**src/rtl/btn_if.sv**
```systemverilog
// rtl/btn_if.sv - button conditioner signal bundle
// Ports (via modports):
//   slave  : input btn_raw; output btn_level, btn_press, btn_release, any_press, press_id
//   master : the mirror of slave (drives btn_raw, observes the conditioned outputs)
interface btn_if #(
    parameter int N_BTN = 3
);
    logic [N_BTN-1:0] btn_raw;
    logic [N_BTN-1:0] btn_level;
    logic [N_BTN-1:0] btn_press;
    logic [N_BTN-1:0] btn_release;
    logic             any_press;
    logic [1:0]       press_id;

    modport slave (
        input  btn_raw,
        output btn_level, btn_press, btn_release, any_press, press_id
    );

    modport master (
        output btn_raw,
        input  btn_level, btn_press, btn_release, any_press, press_id
    );
endinterface

```
**src/rtl/btn_conditioner.sv**
```systemverilog
// rtl/btn_conditioner.sv - synchronise, debounce and edge-detect raw push-buttons
// Ports:
//   clk  : single clock, rising edge
//   rst  : synchronous active-high reset
//   bus  : btn_if.slave -- btn_raw in; btn_level, btn_press, btn_release,
//          any_press, press_id out (all registered)
// Optional feature macro: BTN_AUTOREPEAT_EN (auto-repeat press pulses while a button is held)
module btn_conditioner #(
    parameter int N_BTN         = 3,
    parameter int DB_CYCLES     = 500000,
    parameter int REPEAT_DELAY  = 25000000,
    parameter int REPEAT_PERIOD = 5000000
) (
    input  logic  clk,
    input  logic  rst,
    btn_if.slave  bus
);
    localparam int CW = $clog2(DB_CYCLES);
    localparam logic [CW-1:0] CNT_MAX = CW'(DB_CYCLES - 1);

    localparam logic [1:0] S_IDLE    = 2'd0;
    localparam logic [1:0] S_WAIT_HI = 2'd1;
    localparam logic [1:0] S_HELD    = 2'd2;
    localparam logic [1:0] S_WAIT_LO = 2'd3;

    if (N_BTN < 1 || N_BTN > 4 || DB_CYCLES < 2 || REPEAT_DELAY < 1 || REPEAT_PERIOD < 1) begin : g_bad_param
        $error("btn_conditioner: illegal parameter value");
    end

    logic [N_BTN-1:0]         sync1_q, sync1_d;
    logic [N_BTN-1:0]         sync2_q, sync2_d;
    logic [N_BTN-1:0][1:0]    state_q, state_d;
    logic [N_BTN-1:0][CW-1:0] cnt_q, cnt_d;
    logic [N_BTN-1:0]         level_q, level_d;
    logic [N_BTN-1:0]         press_q, press_d;
    logic [N_BTN-1:0]         release_q, release_d;
    logic                     any_press_q, any_press_d;
    logic [1:0]               press_id_q, press_id_d;

`ifdef BTN_AUTOREPEAT_EN
    localparam int RW = $clog2(REPEAT_DELAY + REPEAT_PERIOD + 1);
    localparam logic [RW-1:0] R_FIRST = RW'(REPEAT_DELAY);
    localparam logic [RW-1:0] R_NEXT  = RW'(REPEAT_DELAY + REPEAT_PERIOD);
    logic [N_BTN-1:0][RW-1:0] rcnt_q, rcnt_d;
`endif

    always_comb begin
`ifdef BTN_AUTOREPEAT_EN
        logic [RW-1:0] rnext;
        rnext  = '0;
        rcnt_d = rcnt_q;
`endif
        sync1_d   = bus.btn_raw;
        sync2_d   = sync1_q;
        state_d   = state_q;
        cnt_d     = cnt_q;
        press_d   = '0;
        release_d = '0;
        for (int i = 0; i < N_BTN; i++) begin
            case (state_q[i])
                S_IDLE: begin
                    if (sync2_q[i]) begin
                        state_d[i] = S_WAIT_HI;
                        cnt_d[i]   = CW'(1);
                    end
                end
                S_WAIT_HI: begin
                    if (!sync2_q[i]) begin
                        state_d[i] = S_IDLE;
                        cnt_d[i]   = '0;
                    end else if (cnt_q[i] == CNT_MAX) begin
                        state_d[i] = S_HELD;
                        cnt_d[i]   = '0;
                        press_d[i] = 1'b1;
`ifdef BTN_AUTOREPEAT_EN
                        rcnt_d[i]  = '0;
`endif
                    end else begin
                        cnt_d[i] = cnt_q[i] + CW'(1);
                    end
                end
                S_HELD: begin
                    if (!sync2_q[i]) begin
                        state_d[i] = S_WAIT_LO;
                        cnt_d[i]   = CW'(1);
                    end
`ifdef BTN_AUTOREPEAT_EN
                    else begin
                        // Once past the first repeat, the counter folds back to
                        // R_FIRST so it never needs to grow beyond one period.
                        rnext     = rcnt_q[i] + RW'(1);
                        rcnt_d[i] = rnext;
                        if (rnext == R_FIRST) begin
                            press_d[i] = 1'b1;
                        end else if (rnext == R_NEXT) begin
                            press_d[i] = 1'b1;
                            rcnt_d[i]  = R_FIRST;
                        end
                    end
`endif
                end
                default: begin
                    if (sync2_q[i]) begin
                        state_d[i] = S_HELD;
                        cnt_d[i]   = '0;
                    end else if (cnt_q[i] == CNT_MAX) begin
                        state_d[i]   = S_IDLE;
                        cnt_d[i]     = '0;
                        release_d[i] = 1'b1;
                    end else begin
                        cnt_d[i] = cnt_q[i] + CW'(1);
                    end
                end
            endcase
        end

        for (int i = 0; i < N_BTN; i++) begin
            level_d[i] = (state_d[i] == S_HELD) || (state_d[i] == S_WAIT_LO);
        end

        any_press_d = |press_d;
        press_id_d  = 2'd0;
        for (int i = N_BTN - 1; i >= 0; i--) begin
            if (press_d[i]) begin
                press_id_d = 2'(i);
            end
        end
    end

    always_ff @(posedge clk) begin
        if (rst) begin
            sync1_q     <= '0;
            sync2_q     <= '0;
            state_q     <= {N_BTN{S_IDLE}};
            cnt_q       <= '0;
            level_q     <= '0;
            press_q     <= '0;
            release_q   <= '0;
            any_press_q <= 1'b0;
            press_id_q  <= 2'd0;
`ifdef BTN_AUTOREPEAT_EN
            rcnt_q      <= '0;
`endif
        end else begin
            sync1_q     <= sync1_d;
            sync2_q     <= sync2_d;
            state_q     <= state_d;
            cnt_q       <= cnt_d;
            level_q     <= level_d;
            press_q     <= press_d;
            release_q   <= release_d;
            any_press_q <= any_press_d;
            press_id_q  <= press_id_d;
`ifdef BTN_AUTOREPEAT_EN
            rcnt_q      <= rcnt_d;
`endif
        end
    end

    assign bus.btn_level   = level_q;
    assign bus.btn_press   = press_q;
    assign bus.btn_release = release_q;
    assign bus.any_press   = any_press_q;
    assign bus.press_id    = press_id_q;
endmodule

```
**src/flat_wrapper.sv**
```systemverilog
// flat-port wrapper written by rule: the top's interface ports become plain ports
module btn_conditioner_flat 
#(
    parameter int N_BTN         = 3,
    parameter int DB_CYCLES     = 500000,
    parameter int REPEAT_DELAY  = 25000000,
    parameter int REPEAT_PERIOD = 5000000
)
  (clk, rst, bus_btn_raw, bus_btn_level, bus_btn_press, bus_btn_release, bus_any_press, bus_press_id);
  btn_if #(.N_BTN(N_BTN)) bus_i ();
  input  logic clk;
  input  logic rst;
  input wire logic [$bits(bus_i.btn_raw)-1:0] bus_btn_raw;
  output wire logic [$bits(bus_i.btn_level)-1:0] bus_btn_level;
  output wire logic [$bits(bus_i.btn_press)-1:0] bus_btn_press;
  output wire logic [$bits(bus_i.btn_release)-1:0] bus_btn_release;
  output wire logic [$bits(bus_i.any_press)-1:0] bus_any_press;
  output wire logic [$bits(bus_i.press_id)-1:0] bus_press_id;
  assign bus_i.btn_raw = bus_btn_raw;
  assign bus_btn_level = bus_i.btn_level;
  assign bus_btn_press = bus_i.btn_press;
  assign bus_btn_release = bus_i.btn_release;
  assign bus_any_press = bus_i.any_press;
  assign bus_press_id = bus_i.press_id;
  btn_conditioner #(.N_BTN(N_BTN), .DB_CYCLES(DB_CYCLES), .REPEAT_DELAY(REPEAT_DELAY), .REPEAT_PERIOD(REPEAT_PERIOD)) u_core (.clk(clk), .rst(rst), .bus(bus_i));
endmodule
```
**config.mk**
```make
export PLATFORM = sky130hd
export DESIGN_NAME = btn_conditioner_flat
export DESIGN_NICKNAME = d
export VERILOG_FILES = /design/src/rtl/btn_if.sv /design/src/rtl/btn_conditioner.sv /design/src/flat_wrapper.sv
export SDC_FILE = /design/constraint.sdc
export NUM_CORES = 1
export LEC_CHECK = 0
export BUFFER_PORTS_ARGS = -buffer_cell sky130_fd_sc_hd__buf_4
export CORE_MARGIN = 5
export CORE_UTILIZATION = 45
export CTS_BUF_LIST = sky130_fd_sc_hd__clkbuf_2
export DETAILED_ROUTE_END_ITERATION = 8
export GPL_TIMING_DRIVEN = 0
export HOLD_SLACK_MARGIN = 0.08
export PLACE_DENSITY = 0.72
export SYNTH_ARGS = -nofsm -noshare
export SYNTH_HDL_FRONTEND = slang
export SYNTH_SLANG_ARGS = --single-unit
export TNS_END_PERCENT = 1
```
**constraint.sdc**
```tcl
create_clock -name clk -period 2.2 [get_ports clk]
set_clock_uncertainty 0.15 [all_clocks]
set_input_delay 0.22 -clock clk [delete_from_list [all_inputs] [get_ports clk]]
set_output_delay 0.22 -clock clk [all_outputs]
set_load 0.1 [all_outputs]
```
==> results of run 1 <==
cells by family after synthesis:
group,Yosys count,synth area share
flops,81,0.422
xor+xnor,35,0.0798
fa+ha+maj,11,0.0358
mux,8,0.0218
simple gates,204,0.281
buf+inv,25,0.0309
compound gates,72,0.129
sequential cells by signal (all words and copies together) (netlist names):
signal / count
u_core.bus.press_id: 2
u_core.sync2_q: 3
u_core.state_q: 6
u_core.bus.btn_press: 3
u_core.sync1_q: 3
u_core.bus.btn_level: 3
u_core.bus.btn_release: 3
u_core.bus.any_press: 1
u_core.cnt_q: 57
metrics by stage:
step / cell area (sq um) / TNS (ns) / hold WS (ns)
2_1_floorplan: 3840 / 0 / 0.198
5_1_grt: 4480 / -2.10 / 0.266
3_5_place_dp: 4090 / -4.89 / 0.280
6_report: 4480 / -0.104 / 0.292
3_3_place_gp: 4090 / -3.57 / 0.267
4_1_cts: 4320 / -0.663 / 0.271
area by class of cell:
type,instances,area share
multi-input cells,330,0.494
inverters,13,0.0109
clock buffers,12,0.0134
clock inverters,4,0.0173
plain buffers,12,0.0182
well taps,105,0.0293
repair buffers,30,0.0520
flip-flops and latches,81,0.365
cells in the final DEF, fill, tap and decap left out, types with 4 or more instances in the layout:
cell type      count
a22o_1             5
dlygate4sd3_1      4
xor2_1            15
a21oi_1           20
nand3_1           24
a21o_1             6
and3_1            10
nor3_1            14
nand4_1           11
ha_1              11
nor2_1            59
dfxtp_1           74
nor4_4             4
clkbuf_1           4
o21ai_0            4
a31oi_1           12
nand2_1           32
clkbuf_2          12
xnor2_1           19
nand2b_1           8
and4_1             4
nor2b_1           10
buf_4             25
dfxtp_2            5
inv_1             13
worst min-delay path, stage by stage:
cell,delay [ns]
dlygate4sd3_1,0.52
buf_4,0.09
nor2b_1,0.10
power groups by stage:
stage / clock, uW / sequential (uW) / combinational, uW
floorplan: 0 / 1700 / 555
global placement: 0 / 1620 / 772
detailed placement: 0 / 1620 / 794
CTS: 910 / 1590 / 818
global route: 973 / 1600 / 985
finish: 890 / 1590 / 885
synthesized netlist by cell type, types with 11 or more instances:
master / n
a21oi_1: 22
xor2_1: 16
nand4_1: 11
a31oi_1: 12
inv_1: 13
nor3_1: 16
nand2_1: 32
nor2_1: 59
ha_1: 11
nand3_1: 26
dfxtp_1: 81
xnor2_1: 19
repair_timing:
item	CTS	global route
resized for setup	12	20
pin swaps	2	6
gates cloned	0	1
buffers inserted	1	9
hold buffers	4	0
endpoints found under the hold margin	4	0
endpoints found under the setup margin	53	51
path summary, 6_finish.rpt:
check / end
setup / recovery: u_core.cnt_q[5]$_SDFFE_PP0P_
hold / removal: u_core.sync1_q[0]$_SDFF_PP0_
setup reg to reg: u_core.cnt_q[5]$_SDFFE_PP0P_
hold reg to reg: u_core.sync2_q[2]$_SDFF_PP0_
per-layer routing:
layer / track usage / wire length, um
met5: 0 / 0
met4: 0.0303 / 78
met3: 0.0451 / 331
met2: 0.254 / 3710
met1: 0.192 / 3670
==> run_results.csv, run 1 <==
group,metric,value,unit
yosys,postSynthCellCount,436,
placed_design,port_buffers,15,
pwr,clkPwrFrac,0.265,
critical_path,worst_ep_arrival_time,2.51,ns
pwr,p_leak,0.00164,uW
placed_design,place_ws,-0.188,ns
cells_and_area,finalNetCount,493,
run,max_cap_viol_count,0,
critical_path,critPathBufInv,3,
yosys,yosys_warnings,0,
clock_tree,cts-root-buf,"clkbuf_2",
placed_design,dp_hpwl,5260,um
route,postRouteAntennaNets,0,
floorplanning,fp.dieArea,0.0105,sq mm
critical_path,slowest_stage,"or4b_4",
clock_tree,path_clk_slew,0.20,ns
floorplanning,pin_count,17,
yosys,netlist_area,0.00384,sq mm
pwr,p_switching,1100,uW
critical_path,worst_ep_required_time,2.47,ns
sta,worst_slack,-0.0334,ns
route,first_pass_iters,4,
critical_path,slowest_delay,0.55,ns
outcome,status,"finished with violations",
sta,drv_slew,0,
critical_path,r2r-start,"u_core.cnt_q[7]$_SDFFE_PP0P_",
critical_path,worst-r2r-cell-count,7,
route,route.detailed.drc,0,
pwr,power_density,751,mW/mm^2
sta,max_slew_margin,0.338,
pwr,seqPwrFrac,0.472,
floorplanning,die_w,102,um
cells_and_area,fin_cells,587,
critical_path,reg2reg_setup_slack,-0.03,ns
pwr,p_total,3360,uW
global_route,grt_pass1_vias,2972,
route,drtIter0Drc,119,
sta,hold_violations,0,
pwr,power_frac_comb,0.263,
pwr,sw_frac_of_total,0.326,
yosys,synthArstFlopShare,0,
placed_design,place_congestion,0.819,
critical_path,crit_start,"u_core.cnt_q[7]$_SDFFE_PP0P_",
cells_and_area,multi_input_area,0.00221,sq mm
critical_path,path_max_fanout,10,
sta,period_share,1.02,
global_route,grt_pass1_wl,13000,um
yosys,synth.net_count,452,
pwr,p_int,2270,uW
cells_and_area,drive_gt1_frac,0.168,
cells_and_area,fillers,755,
clock_tree,cts_made_buffers,9,
critical_path,cpLargestDelayFamily,"simple AND/OR/NAND/NOR gates",
yosys,ys.flop_type,"dfxtp_1",
cells_and_area,regArea,0.00164,sq mm
critical_path,start_kind,"flop",
placed_design,placed_cells,556,
yosys,synth_edf_count,0,
global_route,antenna_found_initial,0,
critical_path,cp-end-kind,"flop",
floorplanning,rows,33,
route,totalWireLength,7780,um
yosys,syn_area_per_cell,8.81,sq um
floorplanning,dieHeight,102,um
critical_path,path_cells,"or4b_4 -> nor4_4 -> buf_4 -> a211oi_4 -> buf_6 -> buf_8 -> a22o_1",
sta,rsz0062_at_grt,"yes",
outcome,violations,"negative setup slack",
clock_tree,clk_latency,0.52,ns
sta,worstMarginPinSlew,0.986,ns
global_route,overflow,0,
floorplanning,core_region_area,0.00826,sq mm
clock_tree,clockBufferDepth,2,
yosys,synth_top_area_frac,0.422,
clock_tree,cts_tree,"built",
global_route,grt.total_usage,0.150,
critical_path,worst-path-stages,7,
clock_tree,cts.sinks,81,
worst_hold_path,min_path_cells,3,
yosys,ys_ff_latch,81,
cells_and_area,area_delta_synth_final,16.5,%
sta,min_period,2.23,ns
route,num_vias,3186,
cells_and_area,final_util,0.542,
yosys,yosysTopAreaCell,"dfxtp_1",
yosys,synth_area_leaders,"dfxtp_1, nor2_1, xnor2_1",
route,vias_per_cell,5.43,
worst_hold_path,hp-start,"bus_btn_raw[0]",
yosys,yosysUniqueCellTypes,53,
sta,max_freq,448,MHz
pwr,ir_worst_vdd,0.000602,V
cells_and_area,num_antenna_cells,0,
route,wl_per_cell,13.3,um
worst_hold_path,hold_class,"input pin to flop",
floorplanning,start_util,0.465,
global_route,grt_max_degree,14,
sta,setup_viol,5,
clock_tree,h-tree-depth,3,
critical_path,worstSetupPathType,"flop to flop",
yosys,yosysSeqAreaShare,0.422,
No activity file was read; power rests on OpenSTA's default activity.
==> inputs of run 2 (changes only) <==
SETUP_SLACK_MARGIN = 0.4   (was unset)
==> run 2 against run 1 <==
Compared with the run above:
- the flow still finishes with violations (negative setup slack)
- cell count shrank 0.17%
- combinational power shrank 2.6%
- largest power group unchanged
- largest cell class unchanged
- design area grew 1.0%
- power grew 2.3%
- sequential power is essentially flat
- routed wire length grew 0.69%
- via count shrank 0.31%
- hold slack lost 0.12 ns
- die area is the same
- critical endpoint is now u_core.cnt_q[14]$_SDFFE_PP0P_
- critical path type unchanged
- count of clock-buffer cells in the layout shrank 2
- non-clock buffer count is the same
==> run_results.csv, run 2 (synthesis gave the netlist of run 1 again) <==
group,metric,value,unit
cells_and_area,drive_gt1_frac,0.191,
pwr,ir_worst_vdd,0.000552,V
critical_path,slowest_delay,0.53,ns
critical_path,cp-end-kind,"flop",
floorplanning,die_w,102,um
floorplanning,fp.dieArea,0.0105,sq mm
sta,drv_slew,0,
placed_design,dp_hpwl,5280,um
global_route,overflow,0,
cells_and_area,postLayoutCellArea,0.00452,sq mm
sta,max_freq,454,MHz
global_route,antenna_found_initial,0,
outcome,violations,"negative setup slack",
cells_and_area,area_delta_synth_final,17.7,%
clock_tree,cts-root-buf,"clkbuf_2",
sta,setup_viol,1,
pwr,p_leak,0.00164,uW
floorplanning,start_util,0.465,
route,vias_per_cell,5.42,
critical_path,worstSetupPathType,"flop to flop",
run,max_cap_viol_count,0,
floorplanning,dieHeight,102,um
critical_path,critPathBufInv,3,
route,wl_per_cell,13.4,um
global_route,grt_max_degree,14,
cells_and_area,final_common_cell,"dfxtp_1",
clock_tree,clk_latency,0.52,ns
critical_path,worst_ep_arrival_time,2.48,ns
critical_path,worst_ep_required_time,2.48,ns
sta,rsz0062_at_grt,"yes",
sta,period_share,1.00,
route,first_pass_iters,4,
floorplanning,rows,33,
critical_path,slowest_stage,"or4b_4",
route,postRouteAntennaNets,0,
sta,worstMarginPinSlew,0.961,ns
placed_design,dpl_cell_area,0.00409,sq mm
route,num_vias,3176,
route,totalWireLength,7840,um
critical_path,path_max_fanout,10,
cells_and_area,largest-register,"u_core.cnt_q",
global_route,grt.total_usage,0.161,
global_route,grt_pass1_wl,13600,um
cells_and_area,finalNetCount,493,
sta,hold_slack,0.176,ns
cells_and_area,fillers,748,
cells_and_area,largest_register_ffs,57,
clock_tree,cts.sinks,81,
sta,min_period,2.20,ns
critical_path,reg2reg_setup_slack,-0.0004,ns
placed_design,port_buffers,15,
critical_path,start_kind,"flop",
route,drtIter0Drc,127,
critical_path,path_cells,"or4b_4 -> nor4_4 -> buf_4 -> a211oi_4 -> buf_6 -> buf_8 -> a22o_1",
cells_and_area,num_antenna_cells,0,
clock_tree,cts_made_buffers,9,
sta,worst_slack,-0.000434,ns
sta,tns,-0.000434,ns
critical_path,cpLargestDelayFamily,"simple AND/OR/NAND/NOR gates",
worst_hold_path,hold_class,"input pin to flop",
floorplanning,core_region_area,0.00826,sq mm
sta,hold_violations,0,
pwr,power_density,761,mW/mm^2
route,route.detailed.drc,0,
clock_tree,clockBufferDepth,2,
global_route,grt_pass1_vias,3032,
sta,max_slew_margin,0.355,
clock_tree,h-tree-depth,3,
cells_and_area,final_cell_mix,"dfxtp_1, nor2_1, nand2_1",
outcome,status,"finished with violations",
placed_design,place_congestion,0.847,
clock_tree,cts_tree,"built",
clock_tree,path_clk_slew,0.22,ns
floorplanning,pin_count,17,
cells_and_area,largest_registers,"u_core.cnt_q (57), u_core.state_q (6)",
[run 2: cell count changes in the layout (fill, tap and decap cells not counted), sizes merged]
| cell | delta |
|---|---|
| clkinvlp | +2 |
| clkinv | -2 |
| bufinv | +1 |
| clkbuf | -2 |
[run 2: where the power goes]
group / internal [uW] / switching (uW) / total [uW]
sequential: 1530 / 54.7 / 1590
clock: 488 / 503 / 991
combinational: 315 / 547 / 862
[run 2: metal layers]
layer / up-vias / track usage / share of wire
met4: 0 / 0.0696 / 0.0087
li1: 1635 / - / -
met5: - / 0 / 0
met2: 54 / 0.260 / 0.48
met1: 1480 / 0.214 / 0.48
met3: 7 / 0.0239 / 0.032
[run 2: worst paths after layout]
path,cells after the start,from,end
worst max-delay path,7,u_core.cnt_q[11]$_SDFFE_PP0P_,u_core.cnt_q[14]$_SDFFE_PP0P_
worst min-delay path,3,rst,u_core.sync1_q[0]$_SDFF_PP0_
worst max register to register,7,u_core.cnt_q[11]$_SDFFE_PP0P_,u_core.cnt_q[14]$_SDFFE_PP0P_
worst min register to register,1,u_core.sync1_q[2]$_SDFF_PP0_,u_core.sync2_q[2]$_SDFF_PP0_
[run 2: cell type report]
cell class                      count  area [sq um]  area share
Multi-Input combinational cell    330          2240       0.494
Timing Repair Buffer               30           233      0.0515
Clock buffer                       10          50.0      0.0111
Clock inverter                      5           105      0.0232
Sequential cell                    81          1640       0.363
Tap cell                          105           131      0.0290
Inverter                           13          48.8      0.0108
Buffer                             12          77.6      0.0172
[run 2: timing repair]
item,in CTS,in global routing
hold buffers,4,0
setup endpoints to repair,75,75
setup buffers,9,1
pin swaps,6,6
cloned,1,0
endpoints found under the hold margin,5,0
resized for setup,23,21
[run 2: tightest hold or removal path, stage by stage]
cell and delay [ns]:
clkbuf_1 0.20, clkbuf_1 0.27, nor2b_1 0.14
[run 2: through the flow]
stage | utilization | worst slack [ns] | instances | total power (uW)
after global placement | 0.495 | -0.201 | 556 | 2390
after detailed placement | 0.495 | -0.311 | 556 | 2410
after CTS | 0.539 | 0.0113 | 585 | 3450
final | 0.548 | -0.000434 | 586 | 3440
after floorplan | - | 0.104 | 436 | 2250
after global routing | 0.548 | -0.106 | 586 | 3630
==> inputs of run 3 (changes only) <==
SETUP_SLACK_MARGIN = 0.3   (was 0.4)
==> run 3 against run 2 <==
Compared with the run above:
- the run still ends with negative setup slack left
- worst setup slack got worse by 0.0043 ns
- hold slack better by 0.12 ns
- design area did not move
- combinational power barely moved
- via count grew 0.82%
- die area did not move
- non-clock buffer count unchanged
- first-iteration DRC count increased by 12%
- global-route usage hardly changed
- critical path type unchanged
- critical endpoint unchanged
- highest routed layer unchanged
==> run_results.csv, run 3 (synthesis gave the netlist of run 1 again) <==
group,metric,value,unit
route,first_pass_iters,7,
clock_tree,clk_latency,0.51,ns
sta,rsz0062_at_grt,"yes",
cells_and_area,largest_register_ffs,57,
sta,drv_slew,0,
sta,min_period,2.20,ns
sta,max_slew_margin,0.334,
clock_tree,h-tree-depth,3,
global_route,grt_pass1_vias,3039,
route,wl_per_cell,13.3,um
sta,period_share,1.00,
floorplanning,die_w,102,um
cells_and_area,multi_input_area,0.00224,sq mm
run,max_cap_viol_count,0,
floorplanning,fp.dieArea,0.0105,sq mm
placed_design,port_buffers,15,
cells_and_area,finalNetCount,493,
global_route,grt_max_degree,14,
critical_path,worst_ep_arrival_time,2.48,ns
sta,hold_slack,0.296,ns
floorplanning,rows,33,
global_route,antenna_found_initial,0,
critical_path,cp-end-kind,"flop",
cells_and_area,area_delta_synth_final,17.7,%
global_route,grt_pass1_wl,13600,um
clock_tree,cts_made_buffers,9,
global_route,overflow,0,
floorplanning,core_region_area,0.00826,sq mm
global_route,grt.total_usage,0.160,
critical_path,cpLargestDelayFamily,"simple AND/OR/NAND/NOR gates",
critical_path,path_cells,"or4b_4 -> nor4_4 -> buf_4 -> a211oi_4 -> buf_6 -> buf_8 -> a22o_1",
placed_design,dp_hpwl,5280,um
global_route,grt_use_met2,0.257,
global_route,grt-busiest-layer,"met2",
route,vias_per_cell,5.46,
placed_design,place_congestion,0.847,
clock_tree,cts-root-buf,"clkbuf_2",
floorplanning,dieHeight,102,um
cells_and_area,largest_registers,"u_core.cnt_q (57), u_core.state_q (6)",
route,postRouteAntennaNets,0,
critical_path,critPathBufInv,3,
pwr,ir_worst_vdd,0.000552,V
clock_tree,cts_tree,"built",
pwr,p_leak,0.00164,uW
critical_path,slowest_stage,"or4b_4",
route,route.detailed.drc,0,
critical_path,slowest_delay,0.53,ns
sta,hold_violations,0,
pwr,p_total,3440,uW
sta,worstMarginPinSlew,0.992,ns
critical_path,path_max_fanout,10,
floorplanning,pin_count,17,
sta,setup_viol,1,
critical_path,reg2reg_setup_slack,-0.005,ns
pwr,power_density,760,mW/mm^2
floorplanning,start_util,0.465,
route,num_vias,3202,
clock_tree,cts.sinks,81,
outcome,status,"finished with violations",
cells_and_area,final_common_cell,"dfxtp_1",
cells_and_area,final_cell_mix,"dfxtp_1, nor2_1, nand2_1",
clock_tree,clockBufferDepth,2,
critical_path,worstSetupPathType,"flop to flop",
cells_and_area,num_antenna_cells,0,
global_route,grt.met1_usage,0.214,
cells_and_area,regArea,0.00164,sq mm
worst_hold_path,hold_class,"input pin to flop",
clock_tree,path_clk_slew,0.22,ns
critical_path,worst_ep_required_time,2.47,ns
cells_and_area,fillers,748,
cells_and_area,drive_gt1_frac,0.191,
cells_and_area,largest-register,"u_core.cnt_q",
global_route,met3_usage,0.0246,
route,drtIter0Drc,142,
sta,max_freq,454,MHz
critical_path,start_kind,"flop",
route,totalWireLength,7800,um
outcome,violations,"negative setup slack",
sta,worst_slack,-0.00470,ns
run 3: tightest hold or removal path, cell delays in order:
cell           delay, ns
dlygate4sd3_1       0.52
buf_4               0.09
nor2b_1             0.10
run 3: power breakdown:
part	leakage [uW]	internal [uW]	switching, uW
clock	0.0000842	488	502
combinational	0.000897	314	548
sequential	0.000662	1530	55.0
total	0.00164	2330	1100
run 3: what timing repair did:
item / CTS / global route
pin swaps: 6 / 6
hold buffers: 4 / 0
gates resized for setup: 23 / 21
endpoints found under the hold margin: 5 / 0
setup buffers: 9 / 1
gates cloned: 1 / 0
setup endpoints to repair: 73 / 74
run 3: metal layers:
layer | vias to the layer above | routed length, um
met2 | 50 | 3740
li1 | 1633 | -
met1 | 1509 | 3750
met5 | - | 0
met3 | 10 | 210
met4 | 0 | 100
run 3: through the flow:
step | cell area, sq um | setup TNS (ns) | std cells | setup slack [ns] | util
after global routing | 4520 | -1.91 | 586 | -0.106 | 0.548
after CTS | 4450 | 0 | 585 | 0.0113 | 0.539
after detailed placement | 4090 | -4.51 | 556 | -0.311 | 0.495
final | 4520 | -0.00470 | 586 | -0.00470 | 0.548
after global placement | 4090 | -3.58 | 556 | -0.201 | 0.495
after floorplan | 3840 | 0 | 436 | 0.104 | -
run 3: path summary, 6_finish.rpt:
| check | startpoint | to | cells past startpoint |
|---|---|---|---|
| hold / removal | bus_btn_raw[0] | u_core.sync1_q[0]$_SDFF_PP0_ | 3 |
| hold reg to reg | u_core.sync1_q[2]$_SDFF_PP0_ | u_core.sync2_q[2]$_SDFF_PP0_ | 1 |
| setup reg to reg | u_core.cnt_q[11]$_SDFFE_PP0P_ | u_core.cnt_q[14]$_SDFFE_PP0P_ | 7 |
| setup / recovery | u_core.cnt_q[11]$_SDFFE_PP0P_ | u_core.cnt_q[14]$_SDFFE_PP0P_ | 7 |
run 3: area by class of cell:
type | count | share of cell area
Clock buffer | 10 | 0.0111
Clock inverter | 5 | 0.0232
Buffer | 12 | 0.0172
Timing Repair Buffer | 30 | 0.0515
Multi-Input combinational cell | 330 | 0.494
Tap cell | 105 | 0.0290
Inverter | 13 | 0.0108
Sequential cell | 81 | 0.363
